<file path="src/rtl/encoder_turn_tracker_if.sv">
// Encoder turn tracker bundle: angle samples in, multi-turn
// position/velocity and status out.
interface encoder_turn_tracker_if #(
    parameter int ENC_W  = 19,
    parameter int TURN_W = 13
);
    logic [ENC_W-1:0]        enc_val;
    logic                    enc_valid;
    logic                    zero_req;
    logic [TURN_W+ENC_W-1:0] pos;
    logic [ENC_W-1:0]        vel;
    logic                    pos_valid;
    logic                    locked;
    logic                    glitch;
    logic                    fault;

    modport master (
        output enc_val, enc_valid, zero_req,
        input  pos, vel, pos_valid, locked, glitch, fault
    );

    modport slave (
        input  enc_val, enc_valid, zero_req,
        output pos, vel, pos_valid, locked, glitch, fault
    );
endinterface

</file>
<file path="src/rtl/encoder_turn_tracker.sv">
// Multi-turn extension of a single-turn absolute encoder with glitch
// rejection and fault latch. Optional VEL_AVG_EN: 4-sample velocity average.
module encoder_turn_tracker #(
    parameter int ENC_W    = 19,
    parameter int TURN_W   = 13,
    parameter int MAX_STEP = 4096,
    parameter int MAX_REJ  = 3
) (
    input  logic                 sck,
    input  logic                 rst_n,
    encoder_turn_tracker_if.slave bus
);
    localparam int POS_W = TURN_W + ENC_W;
    localparam int REJ_W = $clog2(MAX_REJ + 1);
    localparam logic [ENC_W-1:0] STEP_LIM = ENC_W'(MAX_STEP);
    localparam logic [REJ_W-1:0] REJ_LIM  = REJ_W'(MAX_REJ);

    typedef enum logic [1:0] {
        S_IDLE,
        S_TRACK,
        S_FAULT
    } state_t;

    state_t              r_state, w_state_nxt;
    logic [ENC_W-1:0]    r_prev, w_prev_nxt;
    logic [TURN_W-1:0]   r_turns, w_turns_nxt;
    logic [POS_W-1:0]    r_pos, w_pos_nxt;
    logic [ENC_W-1:0]    r_vel, w_vel_nxt;
    logic [REJ_W-1:0]    r_rej, w_rej_nxt;
    logic                r_pos_valid, w_pos_valid_nxt;
    logic                r_locked, w_locked_nxt;
    logic                r_glitch, w_glitch_nxt;
    logic                r_fault, w_fault_nxt;

    logic [ENC_W-1:0]    w_delta;
    logic [ENC_W-1:0]    w_abs;
    logic [ENC_W-1:0]    w_vel_acc;
    logic                w_accept;
    logic                w_fwd;
    logic                w_rev;

    // Shortest signed distance from previous angle, and wrap direction.
    assign w_delta  = bus.enc_val - r_prev;
    assign w_abs    = w_delta[ENC_W-1] ? -w_delta : w_delta;
    assign w_accept = (w_abs <= STEP_LIM);
    assign w_fwd    = (bus.enc_val < r_prev) && !w_delta[ENC_W-1];
    assign w_rev    = (bus.enc_val > r_prev) && w_delta[ENC_W-1];

`ifdef VEL_AVG_EN
    logic [ENC_W-1:0]        r_hist0, r_hist1, r_hist2;
    logic signed [ENC_W+1:0] w_sum;

    assign w_sum = {{2{w_delta[ENC_W-1]}}, w_delta}
                 + {{2{r_hist0[ENC_W-1]}}, r_hist0}
                 + {{2{r_hist1[ENC_W-1]}}, r_hist1}
                 + {{2{r_hist2[ENC_W-1]}}, r_hist2};
    assign w_vel_acc = ENC_W'(w_sum >>> 2);

    // Delta history: empty on every (re)acquisition, shifts on accept.
    always_ff @(posedge sck) begin
        if (!rst_n || bus.zero_req || r_state == S_IDLE) begin
            r_hist0 <= '0;
            r_hist1 <= '0;
            r_hist2 <= '0;
        end else if (r_state == S_TRACK && bus.enc_valid && w_accept) begin
            r_hist2 <= r_hist1;
            r_hist1 <= r_hist0;
            r_hist0 <= w_delta;
        end
    end
`else
    assign w_vel_acc = w_delta;
`endif

    // State register.
    always_ff @(posedge sck) begin
        if (!rst_n) r_state <= S_IDLE;
        else        r_state <= w_state_nxt;
    end

    // Next state and next registered outputs; zero_req beats enc_valid.
    always_comb begin
        w_state_nxt     = r_state;
        w_prev_nxt      = r_prev;
        w_turns_nxt     = r_turns;
        w_pos_nxt       = r_pos;
        w_vel_nxt       = r_vel;
        w_rej_nxt       = r_rej;
        w_pos_valid_nxt = 1'b0;
        w_glitch_nxt    = 1'b0;
        w_locked_nxt    = r_locked;
        w_fault_nxt     = r_fault;
        if (bus.zero_req) begin
            w_state_nxt  = S_IDLE;
            w_turns_nxt  = '0;
            w_rej_nxt    = '0;
            w_fault_nxt  = 1'b0;
            w_locked_nxt = 1'b0;
        end else if (bus.enc_valid) begin
            unique case (r_state)
                S_IDLE: begin
                    w_prev_nxt      = bus.enc_val;
                    w_turns_nxt     = '0;
                    w_rej_nxt       = '0;
                    w_pos_nxt       = {{TURN_W{1'b0}}, bus.enc_val};
                    w_vel_nxt       = '0;
                    w_pos_valid_nxt = 1'b1;
                    w_locked_nxt    = 1'b1;
                    w_state_nxt     = S_TRACK;
                end
                S_TRACK: begin
                    if (w_accept) begin
                        if (w_fwd)      w_turns_nxt = r_turns + TURN_W'(1);
                        else if (w_rev) w_turns_nxt = r_turns - TURN_W'(1);
                        w_prev_nxt      = bus.enc_val;
                        w_pos_nxt       = {w_turns_nxt, bus.enc_val};
                        w_vel_nxt       = w_vel_acc;
                        w_pos_valid_nxt = 1'b1;
                        w_rej_nxt       = '0;
                    end else begin
                        w_glitch_nxt = 1'b1;
                        w_rej_nxt    = r_rej + REJ_W'(1);
                        if (w_rej_nxt == REJ_LIM) begin
                            w_state_nxt  = S_FAULT;
                            w_fault_nxt  = 1'b1;
                            w_locked_nxt = 1'b0;
                        end
                    end
                end
                S_FAULT: begin
                end
                default: begin
                end
            endcase
        end
    end

    // Datapath and status registers.
    always_ff @(posedge sck) begin
        if (!rst_n) begin
            r_prev      <= '0;
            r_turns     <= '0;
            r_pos       <= '0;
            r_vel       <= '0;
            r_rej       <= '0;
            r_pos_valid <= 1'b0;
            r_glitch    <= 1'b0;
            r_locked    <= 1'b0;
            r_fault     <= 1'b0;
        end else begin
            r_prev      <= w_prev_nxt;
            r_turns     <= w_turns_nxt;
            r_pos       <= w_pos_nxt;
            r_vel       <= w_vel_nxt;
            r_rej       <= w_rej_nxt;
            r_pos_valid <= w_pos_valid_nxt;
            r_glitch    <= w_glitch_nxt;
            r_locked    <= w_locked_nxt;
            r_fault     <= w_fault_nxt;
        end
    end

    assign bus.pos       = r_pos;
    assign bus.vel       = r_vel;
    assign bus.pos_valid = r_pos_valid;
    assign bus.glitch    = r_glitch;
    assign bus.locked    = r_locked;
    assign bus.fault     = r_fault;
endmodule

</file>
<file path="src/flat_wrapper.sv">
// flat-port wrapper written by rule: the top's interface ports become plain ports
module encoder_turn_tracker_flat 
#(
    parameter int ENC_W    = 19,
    parameter int TURN_W   = 13,
    parameter int MAX_STEP = 4096,
    parameter int MAX_REJ  = 3
)
  (sck, rst_n, bus_enc_val, bus_enc_valid, bus_zero_req, bus_pos, bus_vel, bus_pos_valid, bus_locked, bus_glitch, bus_fault);
  encoder_turn_tracker_if #(.ENC_W(ENC_W), .TURN_W(TURN_W)) bus_i ();
  input  logic sck;
  input  logic rst_n;
  input wire logic [$bits(bus_i.enc_val)-1:0] bus_enc_val;
  input wire logic [$bits(bus_i.enc_valid)-1:0] bus_enc_valid;
  input wire logic [$bits(bus_i.zero_req)-1:0] bus_zero_req;
  output wire logic [$bits(bus_i.pos)-1:0] bus_pos;
  output wire logic [$bits(bus_i.vel)-1:0] bus_vel;
  output wire logic [$bits(bus_i.pos_valid)-1:0] bus_pos_valid;
  output wire logic [$bits(bus_i.locked)-1:0] bus_locked;
  output wire logic [$bits(bus_i.glitch)-1:0] bus_glitch;
  output wire logic [$bits(bus_i.fault)-1:0] bus_fault;
  assign bus_i.enc_val = bus_enc_val;
  assign bus_i.enc_valid = bus_enc_valid;
  assign bus_i.zero_req = bus_zero_req;
  assign bus_pos = bus_i.pos;
  assign bus_vel = bus_i.vel;
  assign bus_pos_valid = bus_i.pos_valid;
  assign bus_locked = bus_i.locked;
  assign bus_glitch = bus_i.glitch;
  assign bus_fault = bus_i.fault;
  encoder_turn_tracker #(.ENC_W(ENC_W), .TURN_W(TURN_W), .MAX_STEP(MAX_STEP), .MAX_REJ(MAX_REJ)) u_core (.sck(sck), .rst_n(rst_n), .bus(bus_i));
endmodule
</file>
<file path="config.mk">
export PLATFORM = sky130hd
export DESIGN_NAME = encoder_turn_tracker_flat
export DESIGN_NICKNAME = d
export VERILOG_FILES = /design/src/rtl/encoder_turn_tracker_if.sv /design/src/rtl/encoder_turn_tracker.sv /design/src/flat_wrapper.sv
export SDC_FILE = /design/constraint.sdc
export NUM_CORES = 1
export LEC_CHECK = 0
export BUFFER_PORTS_ARGS = -buffer_cell sky130_fd_sc_hd__buf_4
export CORE_AREA = 3 3 123 125
export CTS_CLUSTER_DIAMETER = 100
export DETAILED_ROUTE_END_ITERATION = 8
export DIE_AREA = 0 0 126 128
export SLEW_MARGIN = 20
export SYNTH_ARGS = -nofsm -noshare
export SYNTH_HDL_FRONTEND = slang
export SYNTH_SLANG_ARGS = --single-unit
</file>
<file path="constraint.sdc">
create_clock -name sck -period 6.7 [get_ports sck]
set_clock_uncertainty 0.15 [all_clocks]
set_input_delay 1.005 -clock sck [delete_from_list [all_inputs] [get_ports sck]]
set_output_delay 1.005 -clock sck [all_outputs]
set_load 0.005 [all_outputs]
</file>
Yosys cells after proc, flatten, opt, wreduce, memory -nomap -nowiden
Index checks and enable logic that the tools add are counted.
- add/subtract/negate cells: 5
- magnitude comparators: 3
- eq/ne operators: 5
- muxes and demuxes: 22
- bitwise operators: 5
- reduce and logical (&&, ||, !) cells: 13
- operator list (cell ; number):
    $pmux 19 s2 ; 2
    $pmux 32 s2 ; 1
    $mux 19 ; 3
    $mux 13 ; 3
    $mux 32 ; 1
    $pmux 13 s2 ; 1
    $gt 19x19->1 ; 1
    $le 19x13->1 const B ; 1
    $lt 19x19->1 ; 1
    $neg 19->19 ; 1
    $sub 19x19->19 ; 1
    $add 13x1->13 const B ; 1
    $sub 13x1->13 const B ; 1
    $reduce_and 4->1 ; 3
    $pmux 2 s2 ; 2
    $mux 2 ; 3
    $not 1->1 ; 5
    $mux 1 ; 4
    $ne 2x1->1 const B ; 2
    $pmux 1 s2 ; 2
    $reduce_or 4->1 ; 1
    $reduce_and 3->1 ; 1
    $reduce_or 3->1 ; 1
    $add 2x1->2 const B ; 1
    9 further kinds ; 10
- flip-flop bits (word level): 91
- input bits: 23
- output and inout bits: 55

Depth between registers and ports, before layout
Gate-level depths: netlist of run 1.
- depth in word-level cells: 6
- depth in mapped cells: 18
- depth with buffers taken out: 14

Worst setup path before layout of run 1
Ideal clock, no wire load.
- path kind: input to register
- from: input bus_enc_val[0]
- to: register u_core.r_vel[8], in the netlist u_core.bus.vel[8]
- library setup time: 0.117 ns
- data arrival time: 4.275 ns
- data required time: 6.433 ns
- setup slack: 2.158 ns
- cell stages on the path: 17
- path through: inv_1 > ha_1 > fa_1 > nand2b_2 > a211oi_2 > buf_4 > o21ai_1 > nand4_1 > nand2b_1 > or3_1 > nor4b_4 > o32a_4 > a31oi_4 > and2_1 > buf_6 > buf_6 > a22o_1
- longest elaborated chain between the ends: 6
- elaborated cells between the ends (all ways): 8
- those cells by class: add/sub: 2; order compare: 1; eq/ne: 1; mux: 3; reduce/logical: 1
- ends and longest elaborated chain (what ; line ; source):
    from (decl) ; flat_wrapper.sv:13 ; input wire logic [$bits(bus_i.enc_val)-1:0] bus_enc_val;
    $sub 19x19->19 (*) ; encoder_turn_tracker.sv:43 ; assign w_delta = bus.enc_val - r_prev;
    $neg 19->19 ; encoder_turn_tracker.sv:44 ; assign w_abs = w_delta[ENC_W-1] ? -w_delta : w_delta;
    $mux 19 ; encoder_turn_tracker.sv:44 ;
    $le 19x13->1 ; encoder_turn_tracker.sv:45 ; assign w_accept = (w_abs <= STEP_LIM);
    $ne 2x1->1 (no line) ; - ;
    $reduce_and 4->1 (no line) ; - ;
    to (signal assigned) ; encoder_turn_tracker.sv:154 ; r_vel <= w_vel_nxt;
    to (decl) ; encoder_turn_tracker.sv:28 ; logic [ENC_W-1:0] r_vel, w_vel_nxt;
Mark *: on every way between the ends. The rest lies on a longest branch, timed or not. The select of a mux whose other input is x is not followed.
A chain may end at the register's enable or synchronous reset.

Final worst setup path of run 1
- from: input bus_enc_val[0]
- to: register u_core.r_pos[26], in the netlist u_core.bus.pos[26]
- longest elaborated chain between the ends: 6
- elaborated cells between the ends (all ways): 15
- those cells by class: add/sub: 2; order compare: 3; eq/ne: 1; mux: 5; reduce/logical: 4
- ends and longest elaborated chain (what ; line ; source):
    $sub 19x19->19 or $gt 19x19->1 (tied branches) ; encoder_turn_tracker.sv:43, encoder_turn_tracker.sv:47 ;
    $neg 19->19, or another cell as far along ; encoder_turn_tracker.sv:44 ;
    $mux 19, or another cell as far along ; encoder_turn_tracker.sv:44 ;
    $le 19x13->1 or $mux 13 (tied branches) ; encoder_turn_tracker.sv:45, encoder_turn_tracker.sv:113 ;
    $ne 2x1->1 (no line) or $mux 32 (tied branches) ; - ;
    $reduce_and 4->1 (no line) or $pmux 32 s2 (tied branches) ; - ;
    to (signal assigned) ; encoder_turn_tracker.sv:153 ; r_pos <= w_pos_nxt;
    to (decl) ; encoder_turn_tracker.sv:27 ; logic [POS_W-1:0] r_pos, w_pos_nxt;
Several ways; a longest one is shown, not always the timed one. The select of a mux whose other input is x is not followed.

==> results by stage, run 1 <==
Logic synthesis:
- The xor and xnor area share after synthesis is 4.24%.
- The register bit total from synthesis is between 70 and 80.
- Summing the sequential cell areas from Yosys gives 28.7% of the chip area.
- Counting distinct cell types in the post-synthesis netlist gives between 80 and 90.
- The net count of the mapped netlist is 637.
- By area, the combinational part of the netlist is dominated by compound AO/OA/AOI/OAI gates.
- Summing the areas of all fa, ha and maj instances in the mapped netlist gives 5.96% of the synthesized area.
- The synthesized netlist devotes 31.5% of its cell area to compound gates.
- The average cell area after synthesis is around 8.4 um2.
- The count of flip-flops with a built-in enable after synthesis is 0.
- The synthesized area is between 4000 and 5000 um2.
- Synthesis produced slightly below 600 cells.
- The multiplexer area fraction after synthesis is less than 1%.
- For this run, asynchronously set or reset flops after synthesis account for 0%.
- For this run, the number of Yosys warnings is 0.
- The fraction of the mapped netlist area in simple logic gates is 22.2%.
- For this run, the leading register cell type out of synthesis is sky130_fd_sc_hd__dfxtp_1.

Timing:
- The final-report max-slew violation count is 0.
- After layout, the worst path uses 79.8% of the clock period.
- The minimum hold slack is 0.303 ns.
- The top achievable clock speed is approximately 190 MHz.
- The number of hold violations in the final report is 0.
- Measured against its own limit, the worst slew margin works out to 51.8%.
- The total negative slack is 0 ns.
- The final period demand of the worst path is between 5 and 6 ns.
- Setup violations remaining at the end of the flow were counted as 0.
- At the pin with the least slew margin, the transition time is 0.721 ns.
- Setup repair after global routing left no endpoint under its margin.

Critical path:
- The endpoint of the worst-slack reg-to-reg timing path is u_core.bus.pos[26].
- The reg-to-reg critical path startpoint is u_core.bus.pos[0].
- Along the worst path, the maximum fanout reaches 39.
- The startpoint kind of the worst setup timing path is an input port.
- The endpoint type of the worst setup path is a register.
- The path depth of the worst reg2reg path is 15.
- Data arrives at the worst endpoint at between 5 and 6 ns.
- Across all register-to-register paths, the minimum setup slack is 1.77 ns.
- At the worst endpoint, the required time is 6.84 ns.
- Following the worst setup path forward leads to its endpoint at u_core.bus.pos[26].
- By startpoint and endpoint, the worst setup path is classified as input port to register.
- In this run the worst setup path begins at bus_enc_val[0].

Routing:
- The routed length per placed instance is around 16 um.
- The remaining antenna violation count is 0.
- The detailed-routing iteration count for the pre-antenna-repair pass is 5.
- Summed over all layers, the routed wires come to ~13,000 um.
- The initial DRC count is 307.
- The via count is 4,688.
- The detailed-route DRC error count is 0.
- The detailed-route vias per instance is 5.65.

Clock network:
- Counting every sink on the clock net gives 71.
- Post-CTS timing repair inserted 0 buffers for setup.
- The clock-pin transition on the worst setup and hold timing paths is 0.06 ns.
- Counting the buffers created by CTS gives 9.
- The root buffer selected by CTS is sky130_fd_sc_hd__clkbuf_16.
- The number of resized instances in the post-cts repair step is 0.
- The clock latency at the later pin of the worst-skew pair is between 0.3 and 0.4 ns.
- The TritonCTS clock tree is built.
- The clock passes through at most 2 buffers.
- The hold buffer count at cts is 0.
- The number of H-tree branching levels is 3.

Place:
- The wire-length estimate of the detail-placed layout is 10,300 um.
- Input and output buffers added on the ports amount to 77.
- The cell area after placement is about 5600 um2.
- The congestion estimate from routability-driven global placement came to 0.869.

Layout:
- The cell area after layout is approximately 5800 um2.
- The area growth from synthesis to layout is 17.5%.
- The antenna diode instance count is 0.
- The layout net count is 692.
- The fraction of layout cells with a size suffix above 1 is 20.8%.

Floorplan:
- Once the floorplan was initialized, standard cells occupied a little over a third of the core.
- After floorplanning, the core was divided into between 40 and 50 placement rows.
- The number of top-level pins is between 70 and 80.
- The core area is 14,000 um2.
- The overall die width is roughly 130 um.
- The area of the die is 16,100 um2.
- In this run the vertical extent of the chip is around 130 um.

GRT:
- The overall overflow remaining after global route is 0.
- For this run, the total global-route usage over all layers was measured as around 16%.
- Entering global routing, the biggest net connects 43 pins.
- The initial antenna violation count is 0.
- The number of global-route vias before repair is 4,303.
- The first global-routing pass estimated 21,700 um of wire.

Power:
- The largest vdd supply drop is 0.130 mV.
- The switching portion of total power is between 30% and 40%.
- The switching power is around 420 uW.
- The part of the power in the clock network is a little over a third.
- Combinational cells account for 29.9% of the total power.
- Summed over all cells, the static leakage comes to 2.41 nW.
- For this design the ratio of total power to cell area is 212 nW/um2.
- The internal portion of the total power is 811 uW.
- The share of total power dissipated in sequential elements is 35.4%.
- The total chip power is 1.23 mW.

Outcome:
- The flow ran to the end, and the final reports show no timing, DRC or antenna violations.

Worst hold path:
- The tightest min-delay check is of the register to register type.
- The worst hold path begins at u_core.bus.pos[22].

Job:
- The tool flagged a number of max-cap violations equal to 0.
## how the worst min path moves through the flow
stage | end | slack, ns | cells past startpoint
2_1_floorplan | u_core.r_rej[1] | 0.28 | 2
3_3_place_gp | u_core.bus.vel[15] | 0.29 | 1
3_5_place_dp | u_core.bus.pos[22] | 0.30 | 1
4_1_cts | u_core.bus.pos[22] | 0.31 | 1
5_1_grt | u_core.bus.pos[30] | 0.33 | 1
6_report | u_core.bus.pos[22] | 0.30 | 1
## cells by family after synthesis
| logic type | count (synthesis) |
|---|---|
| AOI/OAI and AO/OA | 199 |
| adders and majority gates | 23 |
| DFF | 71 |
| muxes | 3 |
| buffers and inverters | 66 |
| xor gates and xnor gates | 24 |
| and+or+nand+nor | 205 |
## layout by cell type, fill, tap and decap left out, types with 5 or more instances in the layout
cell and n:
sky130_fd_sc_hd__buf_4 80, sky130_fd_sc_hd__dfxtp_1 71, sky130_fd_sc_hd__nand2_1 53, sky130_fd_sc_hd__nand3_1 37, sky130_fd_sc_hd__inv_1 30, sky130_fd_sc_hd__nor2_1 29
sky130_fd_sc_hd__o21ai_0 28, sky130_fd_sc_hd__a22o_1 28, sky130_fd_sc_hd__a21oi_1 27, sky130_fd_sc_hd__ha_1 22, sky130_fd_sc_hd__a21o_1 21, sky130_fd_sc_hd__nor3_1 13
sky130_fd_sc_hd__xnor2_1 13, sky130_fd_sc_hd__xor2_1 11, sky130_fd_sc_hd__nand4_1 9, sky130_fd_sc_hd__or3_1 9, sky130_fd_sc_hd__clkbuf_16 9, sky130_fd_sc_hd__o22ai_1 8
sky130_fd_sc_hd__a21oi_2 7, sky130_fd_sc_hd__a211oi_1 7, sky130_fd_sc_hd__nor4_1 6, sky130_fd_sc_hd__o21ai_1 6, sky130_fd_sc_hd__and2_1 6, sky130_fd_sc_hd__and3_1 6
sky130_fd_sc_hd__nand2b_1 6, sky130_fd_sc_hd__o2bb2ai_1 5
## sequential cells by signal (all words and copies together) (netlist names)
signal                count
u_core.bus.pos           32
u_core.bus.vel           19
u_core.r_turns           13
u_core.r_rej              2
u_core.r_state            2
u_core.bus.fault          1
u_core.bus.glitch         1
u_core.bus.pos_valid      1
## power by group through the flow
stage / combinational (mW) / clock [mW] / sequential (mW)
6_report: 0.368 / 0.427 / 0.436
5_1_grt: 0.406 / 0.460 / 0.437
4_1_cts: 0.366 / 0.442 / 0.436
3_5_place_dp: 0.364 / 0 / 0.445
3_3_place_gp: 0.357 / 0 / 0.445
2_1_floorplan: 0.280 / 0 / 0.444
## layout make-up
type | instances | area [um2]
fillers | 1425 | 8170
multi-input cells | 454 | 3200
flip-flops and latches | 71 | 1420
repair buffers | 80 | 601
clock buffers | 9 | 225
well taps | 180 | 225
inverters | 30 | 113
clock inverters | 6 | 38.8
## synth_stat cells (all sizes together) (5+ instances only)
cell	instances	area share (%)
nor4	7	1.0
nor3	15	1.7
and2	6	0.76
a211oi	10	1.8
nand3	37	3.7
and3	6	0.76
xor2	11	1.9
nor2	32	2.7
a21oi	34	4.0
o2bb2ai	5	0.88
a21o	21	3.2
o21ai	36	3.8
a22oi	5	0.86
inv	30	2.3
a22o	28	5.0
o22ai	8	1.0
buf	23	3.5
or3	11	1.6
ha	22	5.6
clkbuf	13	0.99
xnor2	13	2.3
a21bo	5	1.0
nand2b	7	0.93
nand4	9	1.1
nand2	53	4.0
dfxtp	71	29
## layer usage
metal | GRT usage [%] | up-vias | wire (um)
met3 | 3.92 | 16 | 727
li1 | - | 2317 | -
met5 | 0 | - | 0
met4 | 5.05 | 0 | 223
met2 | 26.7 | 155 | 6200
met1 | 21.5 | 2200 | 6190
## worst max-delay path, cell delays in order
cell,delay (ns)
sky130_fd_sc_hd__buf_4,0.09
sky130_fd_sc_hd__inv_1,0.03
sky130_fd_sc_hd__ha_1,0.19
sky130_fd_sc_hd__fa_1,0.43
sky130_fd_sc_hd__nand2b_2,0.23
sky130_fd_sc_hd__a211oi_2,0.57
sky130_fd_sc_hd__o21ai_1,0.20
sky130_fd_sc_hd__a21bo_1,0.22
sky130_fd_sc_hd__a22oi_1,0.35
sky130_fd_sc_hd__nand4b_1,0.26
sky130_fd_sc_hd__o2111a_1,0.33
sky130_fd_sc_hd__o32a_4,0.35
sky130_fd_sc_hd__a31oi_4,0.17
sky130_fd_sc_hd__buf_4,0.34
sky130_fd_sc_hd__and2_1,0.18
sky130_fd_sc_hd__buf_4,0.32
sky130_fd_sc_hd__a22o_1,0.20
## metrics by stage
step | std cells | setup slack (ns) | utilization, %
global route | 830 | 0.937 | 41.6
floorplan | 591 | 2.16 | -
CTS | 830 | 1.33 | 41.6
finish | 830 | 1.35 | 41.6
detailed placement | 815 | 0.980 | 39.7
global placement | 815 | 1.08 | 39.7
Note: power is estimated with default switching activity, not from simulation.
==> inputs of run 2 (changes only) <==
==> constraint.sdc (replaced) <==
create_clock -name sck -period 5.1 [get_ports sck]
set_clock_uncertainty 0.15 [all_clocks]
set_input_delay 0.765 -clock sck [delete_from_list [all_inputs] [get_ports sck]]
set_output_delay 0.765 -clock sck [all_outputs]
set_load 0.005 [all_outputs]
==> run 2 against run 1 <==
  * Critical path depth is 1 lower
  * Core utilization grew 0.72 points
  * Wire length grew 0.29%
  * Sequential share of layout area fell by 0.41 points
  * Critical endpoint is now u_core.r_turns[12]
  * Largest cell class unchanged
==> results by stage, run 2 (synthesis results as in run 1) <==
Layout:
- The area overhead of the layout relative to synthesis is 19.5% (was 17.5%).
- The antenna diode instance count came to 0 (unchanged).
- The number of standard cells in the layout, taps in and fillers out is 839 (was 830).
- The most common cell after layout, fill and taps aside is sky130_fd_sc_hd__buf_4 (unchanged).
- The cell area after layout was 5920 um2 (was 5820 um2).
- Top library cells by usage in the layout, fill and taps aside: sky130_fd_sc_hd__buf_4, sky130_fd_sc_hd__dfxtp_1, sky130_fd_sc_hd__nand2_1, sky130_fd_sc_hd__nand3_1, sky130_fd_sc_hd__inv_1 (unchanged).
- The register area was 1420 um2 (unchanged).
- The fill cell total of the finished layout is 1,398 (was 1,425).
- The combined area of the multi-input logic cells came to 3200 um2 (about the same).
- The layout net count came to 700 (was 692).
- The fraction of layout cells with a size suffix above 1 is 21.9% (was 20.8%).
- The number of flip-flops in the largest register is 32 (unchanged).

Routing:
- The initial DRC count is 255 (was 307).
- The detailed-route DRC error count is 0 (unchanged).
- The remaining antenna violation count was 0 (unchanged).
- The routed length per placed instance is 16.0 um (was 16.1 um).
- The via count is 4,698 (was 4,688).
- The total length of routed wires is 13,400 um (was 13,300 um).
- The detailed-routing iteration count for the pre-antenna-repair pass was 5 (unchanged).
- The detailed-route vias per instance is 5.60 (was 5.65).

GRT:
- The pin count of the biggest net entering global routing is 43 (unchanged).
- The number of global-route vias before repair is 4,320 (was 4,303).
- The overall overflow remaining after global route is 0 (unchanged).
- The all-layer global routing usage was 16.4% (about the same).
- The initial antenna violation count is 0 (unchanged).
- The global-route wire length before repair is 22,100 um (was 21,700 um).

Power:
- The power per cell area is 282 nW/um2 (was 212 nW/um2).
- The largest vdd supply drop is 0.180 mV (was 0.130 mV).
- The static leakage power is 2.46 nW (was 2.41 nW).
- The total chip power was 1.67 mW (was 1.23 mW).

Timing:
- The pin slew with the least headroom to its limit was 0.778 ns (was 0.721 ns).
- Setup repair after global routing missed its margin: false (unchanged).
- The minimum hold slack was 0.303 ns (about the same).
- The total negative slack came to 0 ns (unchanged).
- For the finished layout, the period the worst path requires is approximately 4.6 ns.
- The number of endpoints failing setup at the final stage is 0 (unchanged).
- Dividing the final minimum period by the clock period gives 90.1%.
- The final-report max-slew violation count is 0 (unchanged).
- The number of hold violations in the final report is 0 (unchanged).
- The headroom to the max-slew limit is 47.9% (was 51.8%).
- For this run, the top clock speed supported by timing is ~220 MHz.

Floorplan:
- The number of placement rows is 43 (unchanged).
- The die boundary height is 128 um (unchanged).
- The core area is 14,000 um2 (unchanged).
- The overall die width is 126 um (unchanged).
- The area of the die is 16,100 um2 (unchanged).
- The number of top-level pins came to 78 (unchanged).
- The starting density of the core was 35.4% (unchanged).

Critical path:
- The reg-to-reg critical path startpoint is u_core.bus.pos[0] (unchanged).
- The cell with the most instances on the worst path is sky130_fd_sc_hd__buf_4 (unchanged).
- The longest individual stage delay on the worst path is 0.47 ns (was 0.57 ns).
- The standard cell with the maximum stage delay on the critical path is sky130_fd_sc_hd__o32ai_2 (was sky130_fd_sc_hd__a211oi_2).
- The endpoint of the worst setup timing path is u_core.r_turns[12] (was u_core.bus.pos[26]).
- The critical-path maximum fanout came to 12 (was 39).
- Ordered list of cells on the worst path: buf_4 -> inv_1 -> ha_1 -> fa_1 -> nand2b_2 -> a211oi_2 -> buf_4 -> o21ai_1 -> a21bo_1 -> a22oi_1 -> nand4b_1 -> o2111a_1 -> o32ai_2 -> o21ai_2 -> a21oi_4 -> a22o_1 (was buf_4 -> inv_1 -> ha_1 -> fa_1 -> nand2b_2 -> a211oi_2 -> o21ai_1 -> a21bo_1 -> a22oi_1 -> nand4b_1 -> o2111a_1 -> o32a_4 -> a31oi_4 -> buf_4 -> and2_1 -> buf_4 -> a22o_1).
- The worst endpoint required time came to 5.23 ns (was 6.84 ns).
- The classification of the worst setup path is input port to register (unchanged).
- The startpoint kind of the worst setup timing path is an input port (unchanged).
- The endpoint of the worst-slack reg-to-reg timing path is u_core.r_turns[12] (was u_core.bus.pos[26]).
- The arrival time at the worst endpoint was 4.72 ns (was 5.49 ns).
- The path depth of the worst reg2reg path is 14 (was 15).
- The endpoint type of the worst setup path is a register (unchanged).
- The critical path launch point is bus_enc_val[0] (unchanged).
- The reg2reg setup slack is 0.69 ns (was 1.77 ns).

Place:
- The detailed placer's ending HPWL is 10,300 um (about the same).
- The count of buffers from port buffering is 77 (unchanged).
- The weighted congestion at the end of routability-driven global placement is 0.903 (was 0.869).
- The post-placement cell count is 823 (was 815).
- The cell area after placement was 5630 um2 (was 5560 um2).

Clock network:
- The TritonCTS clock tree is built (unchanged).
- The clock net sink count is 71 (unchanged).
- The maximum buffer depth of the clock tree is 2 (unchanged).
- The clock-pin transition on the worst setup and hold timing paths was 0.06 ns (about the same).
- The number of H-tree branching levels is 3 (unchanged).
- The clock latency at the later pin of the worst-skew pair is 0.34 ns (about the same).
- The hold buffer count at cts came to 0 (unchanged).
- The CTS buffer count is 9 (unchanged).
- The root buffer selected by CTS is sky130_fd_sc_hd__clkbuf_16 (unchanged).

Worst hold path:
- The kind of path behind the tightest hold check is register to register (unchanged).

Outcome:
- Run status: completed (unchanged).

Job:
- The total of max-cap violations is 0 (unchanged).
## run 2: changes by cell type in the layout (fill, tap and decap cells not counted)
cell	previous run	this run
sky130_fd_sc_hd__buf_4	80	87
sky130_fd_sc_hd__clkinv_2	3	1
sky130_fd_sc_hd__a21oi_2	7	6
sky130_fd_sc_hd__a21oi_4	0	1
sky130_fd_sc_hd__buf_12	0	1
sky130_fd_sc_hd__clkbuf_8	0	1
sky130_fd_sc_hd__clkinvlp_4	2	3
sky130_fd_sc_hd__inv_6	0	1
## run 2: what timing repair did
item / CTS / global route
setup endpoints to repair: 0 / 1
resized for setup: 0 / 1
buffers inserted: 0 / 0
## run 2: layer usage
metal	GRT usage, %	part of all wire (%)	vias up
met5	0	0	-
met1	22.9	48	2213
li1	-	-	2345
met3	4.08	4.9	13
met4	4.04	1.2	0
met2	25.5	45	127
## run 2: how the worst min path moves through the flow
stage | end | slack [ns] | start | cells past startpoint
4_1_cts | u_core.bus.vel[13] | 0.31 | u_core.bus.vel[13] | 1
2_1_floorplan | u_core.r_rej[1] | 0.28 | u_core.r_rej[1] | 2
5_1_grt | u_core.bus.pos[29] | 0.32 | u_core.bus.pos[29] | 1
3_3_place_gp | u_core.bus.vel[14] | 0.29 | u_core.bus.vel[14] | 1
3_5_place_dp | u_core.bus.vel[13] | 0.29 | u_core.bus.vel[13] | 1
6_report | u_core.bus.vel[13] | 0.30 | u_core.bus.vel[13] | 1
## run 2: cell type report
type	count	area share, %
multi-input combinational	454	54.1
sequential	71	24.0
timing repair buffer	88	11.4
clock buffer	10	4.04
tap	180	3.80
inverter	30	1.90
clock inverter	6	0.761
## run 2: critical path, delay by kind of cell
kind                       cells  cell delay, ns
adders and majority gates      2            0.62
buffers and inverters          3            0.34
and+or+nand+nor                2            0.45
AOI/OAI and AO/OA              9            2.53
## run 2: metrics by stage
step	util, %	worst slack [ns]
floorplan	-	0.798
global placement	40.2	0.268
detailed placement	40.2	0.0448
CTS	42.3	0.388
global route	42.3	0.162
finish	42.3	0.507
## run 2: power breakdown
group          internal (mW)  total, mW  switching (mW)
Sequential             0.564      0.572         0.00793
Clock                  0.344      0.596           0.253
Combinational          0.191      0.501           0.311
==> inputs of run 3 (changes only) <==
--- a/config.mk
+++ b/config.mk
@@ -6,10 +6,13 @@
 export NUM_CORES = 1
 export LEC_CHECK = 0
 export BUFFER_PORTS_ARGS = -buffer_cell sky130_fd_sc_hd__buf_4
-export CORE_AREA = 3 3 123 125
+export CELL_PAD_IN_SITES_DETAIL_PLACEMENT = 0
+export CELL_PAD_IN_SITES_GLOBAL_PLACEMENT = 1
+export CORE_AREA = 3 3 112 114
 export CTS_CLUSTER_DIAMETER = 100
 export DETAILED_ROUTE_END_ITERATION = 8
-export DIE_AREA = 0 0 126 128
+export DIE_AREA = 0 0 115 117
+export PLACE_DENSITY_LB_ADDON = 0.1
 export SLEW_MARGIN = 20
 export SYNTH_ARGS = -nofsm -noshare
 export SYNTH_HDL_FRONTEND = slang
==> run 3 against run 2 <==
  * Final area fell by 0.66%
  * Total power fell by 0.19%
  * Sequential power about the same
  * Critical path depth up 1
  * Fmax increased by 1.3%
  * First-iteration DRC count grew 14%
  * Via count shrank 2.3%
  * Combinational power is 3% lower
  * Non-clock buffer count grew 2
  * Die area fell by 17%
  * Wire length down 5.1%
  * Largest cell class unchanged
==> results by stage, run 3 (synthesis results as in run 1) <==
Routing:
- The total length of routed wires is 12,700 um (was 13,400 um).
- The detailed-routing iteration count for the pre-antenna-repair pass came to 5 (unchanged).
- The detailed-route DRC error count is 0 (unchanged).
- The initial DRC count came to 291 (was 255).
- The routed length per placed instance was 15.8 um (was 16.0 um).
- The remaining antenna violation count is 0 (unchanged).
- The via count is 4,591 (was 4,698).
- The detailed-route vias per instance was 5.71 (was 5.60).

Timing:
- The top achievable clock speed is 221 MHz (was 218 MHz).
- The pin slew with the least headroom to its limit was 0.722 ns (was 0.778 ns).
- The final cycle utilization of the critical path is 88.9% (was 90.1%).
- The final period demand of the worst path is 4.53 ns (was 4.59 ns).
- The number of endpoints failing setup at the final stage is 0 (unchanged).
- The final-report max-slew violation count came to 0 (unchanged).
- Setup repair after global routing missed its margin: false (unchanged).
- The total negative slack is 0 ns (unchanged).
- The number of hold violations in the final report is 0 (unchanged).
- The headroom to the max-slew limit is 50.6% (was 47.9%).

Place:
- The count of buffers from port buffering came to 77 (unchanged).
- The weighted congestion at the end of routability-driven global placement is 0.882 (was 0.903).
- The post-placement cell count is 788 (was 823).
- The detailed placer's ending HPWL is 9630 um (was 10,300 um).

Layout:
- The fill cell total of the finished layout is 1,133 (was 1,398).
- The antenna diode instance count was 0 (unchanged).
- The utilization after layout is 51.1% (was 42.3%).
- The most common cell after layout, fill and taps aside is sky130_fd_sc_hd__buf_4 (unchanged).
- The layout net count is 702 (was 700).
- The register area is 1420 um2 (unchanged).
- The number of standard cells in the layout, taps in and fillers out is 804 (was 839).
- The combined area of the multi-input logic cells is 3200 um2 (about the same).
- The fraction of layout cells with a size suffix above 1 is 22.1% (was 21.9%).
- The number of flip-flops in the largest register is 32 (unchanged).
- Top library cells by usage in the layout, fill and taps aside: sky130_fd_sc_hd__buf_4, sky130_fd_sc_hd__dfxtp_1, sky130_fd_sc_hd__nand2_1, sky130_fd_sc_hd__nand3_1, sky130_fd_sc_hd__inv_1 (unchanged).
- The area overhead of the layout relative to synthesis is 18.7% (was 19.5%).

Clock network:
- The maximum buffer depth of the clock tree came to 2 (unchanged).
- The TritonCTS clock tree is built (unchanged).
- The CTS buffer count is 9 (unchanged).
- The hold buffer count at cts is 0 (unchanged).
- The number of resized instances in the post-cts repair step was 0 (unchanged).
- The clock net sink count is 71 (unchanged).
- The root buffer selected by CTS was sky130_fd_sc_hd__clkbuf_16 (unchanged).
- The number of H-tree branching levels was 3 (unchanged).
- The clock latency at the later pin of the worst-skew pair is 0.35 ns (was 0.34 ns).
- The clock-pin transition on the worst setup and hold timing paths came to 0.06 ns (about the same).
- The total setup buffers inserted after CTS is 0 (unchanged).

Power:
- The power per cell area is 283 nW/um2 (was 282 nW/um2).
- The part of the power in the clock network is 36.4% (was 35.7%).
- The largest vdd supply drop came to 0.133 mV (was 0.180 mV).
- The switching power is 569 uW (was 571 uW).
- The static leakage power came to 2.47 nW (was 2.46 nW).
- The switching portion of total power is 34.2% (about the same).
- The share of power burned in registers is 34.3% (about the same).
- The combinational power share is 29.3% (was 30.0%).
- The internal cell power is 1.10 mW (about the same).

GRT:
- The overall overflow remaining after global route was 0 (unchanged).
- The number of global-route vias before repair was 4,324 (was 4,320).
- The pin count of the biggest net entering global routing was 43 (unchanged).
- The initial antenna violation count was 0 (unchanged).
- The all-layer global routing usage is 19.5% (was 16.4%).
- The global-route wire length before repair is 21,100 um (was 22,100 um).

Critical path:
- The endpoint type of the worst setup path is a register (unchanged).
- The arrival time at the worst endpoint is 4.67 ns (was 4.72 ns).
- The classification of the worst setup path is input port to register (unchanged).
- The startpoint kind of the worst setup timing path is an input port (unchanged).
- The worst endpoint required time came to 5.24 ns (was 5.23 ns).
- The critical-path maximum fanout is 19 (was 12).

Worst hold path:
- The kind of path behind the tightest hold check is register to register (unchanged).

Floorplan:
- The core area is 11,500 um2 (was 14,000 um2).
- The number of placement rows is 39 (was 43).
- The starting density of the core is 43.0% (was 35.4%).
- The die boundary height is 117 um (was 128 um).
- The overall die width is 115 um (was 126 um).
- The number of top-level pins came to 78 (unchanged).
- The area of the die came to 13,500 um2 (was 16,100 um2).

Job:
- The total of max-cap violations came to 0 (unchanged).

Outcome:
- Run status: completed (unchanged).
## run 3: changes by cell type in the layout (fill, tap and decap cells not counted), sizes merged
cell,before,now
buf,88,90
## run 3: power by group through the flow
| stage | combinational, mW | sequential (mW) | clock, mW |
|---|---|---|---|
| 5_1_grt | 0.542 | 0.573 | 0.653 |
| 6_report | 0.488 | 0.571 | 0.607 |
| 4_1_cts | 0.488 | 0.572 | 0.619 |
| 3_3_place_gp | 0.479 | 0.584 | 0 |
| 3_5_place_dp | 0.485 | 0.584 | 0 |
| 2_1_floorplan | 0.368 | 0.584 | 0 |
## run 3: area by class of cell
class                   count  share of cell area (%)
inverters                  30                    1.91
clock inverters             6                   0.766
clock buffers              10                    4.06
repair buffers             90                    11.7
multi-input cells         454                    54.4
flip-flops and latches     71                    24.2
well taps                 143                    3.04
## run 3: critical path, cell delays in order
cell,delay (ns)
sky130_fd_sc_hd__buf_4,0.08
sky130_fd_sc_hd__inv_1,0.03
sky130_fd_sc_hd__ha_1,0.21
sky130_fd_sc_hd__fa_1,0.43
sky130_fd_sc_hd__nand2b_2,0.22
sky130_fd_sc_hd__a211oi_2,0.19
sky130_fd_sc_hd__buf_4,0.20
sky130_fd_sc_hd__o21ai_2,0.11
sky130_fd_sc_hd__a2111oi_4,0.44
sky130_fd_sc_hd__nand2_1,0.17
sky130_fd_sc_hd__o41ai_2,0.34
sky130_fd_sc_hd__xor2_1,0.25
sky130_fd_sc_hd__a41o_2,0.28
sky130_fd_sc_hd__nand2_1,0.10
sky130_fd_sc_hd__nor2_1,0.34
sky130_fd_sc_hd__buf_4,0.32
sky130_fd_sc_hd__a22o_1,0.17
## run 3: final timing paths
check	startpoint	to	slack [ns]	depth (start not counted)
setup reg to reg	u_core.bus.pos[5]	u_core.r_turns[1]	0.74	15
hold reg to reg	u_core.bus.vel[14]	u_core.bus.vel[14]	0.30	1
hold / removal	u_core.bus.vel[14]	u_core.bus.vel[14]	0.30	1
setup / recovery	bus_enc_val[0]	u_core.r_turns[1]	0.57	17
## run 3: metrics by stage
stage | setup WS [ns] | power, mW | hold WS [ns] | area (um2)
after global routing | 0.255 | 1.77 | 0.322 | 5880
final | 0.566 | 1.67 | 0.302 | 5880
after global placement | 0.358 | 1.06 | 0.287 | 5600
after detailed placement | 0.244 | 1.07 | 0.291 | 5600
after CTS | 0.560 | 1.68 | 0.304 | 5880
after floorplan | 0.798 | 0.952 | 0.279 | 4950
## run 3: metal layers
| layer | wire length (um) | up-vias | track usage (%) | part of all wire (%) |
|---|---|---|---|---|
| met3 | 490 | 20 | 3.29 | 3.9 |
| met5 | 0 | - | 0 | 0 |
| met2 | 5820 | 88 | 31.4 | 46 |
| met4 | 256 | 0 | 8.37 | 2.0 |
| li1 | - | 2349 | - | - |
| met1 | 6140 | 2134 | 25.9 | 48 |
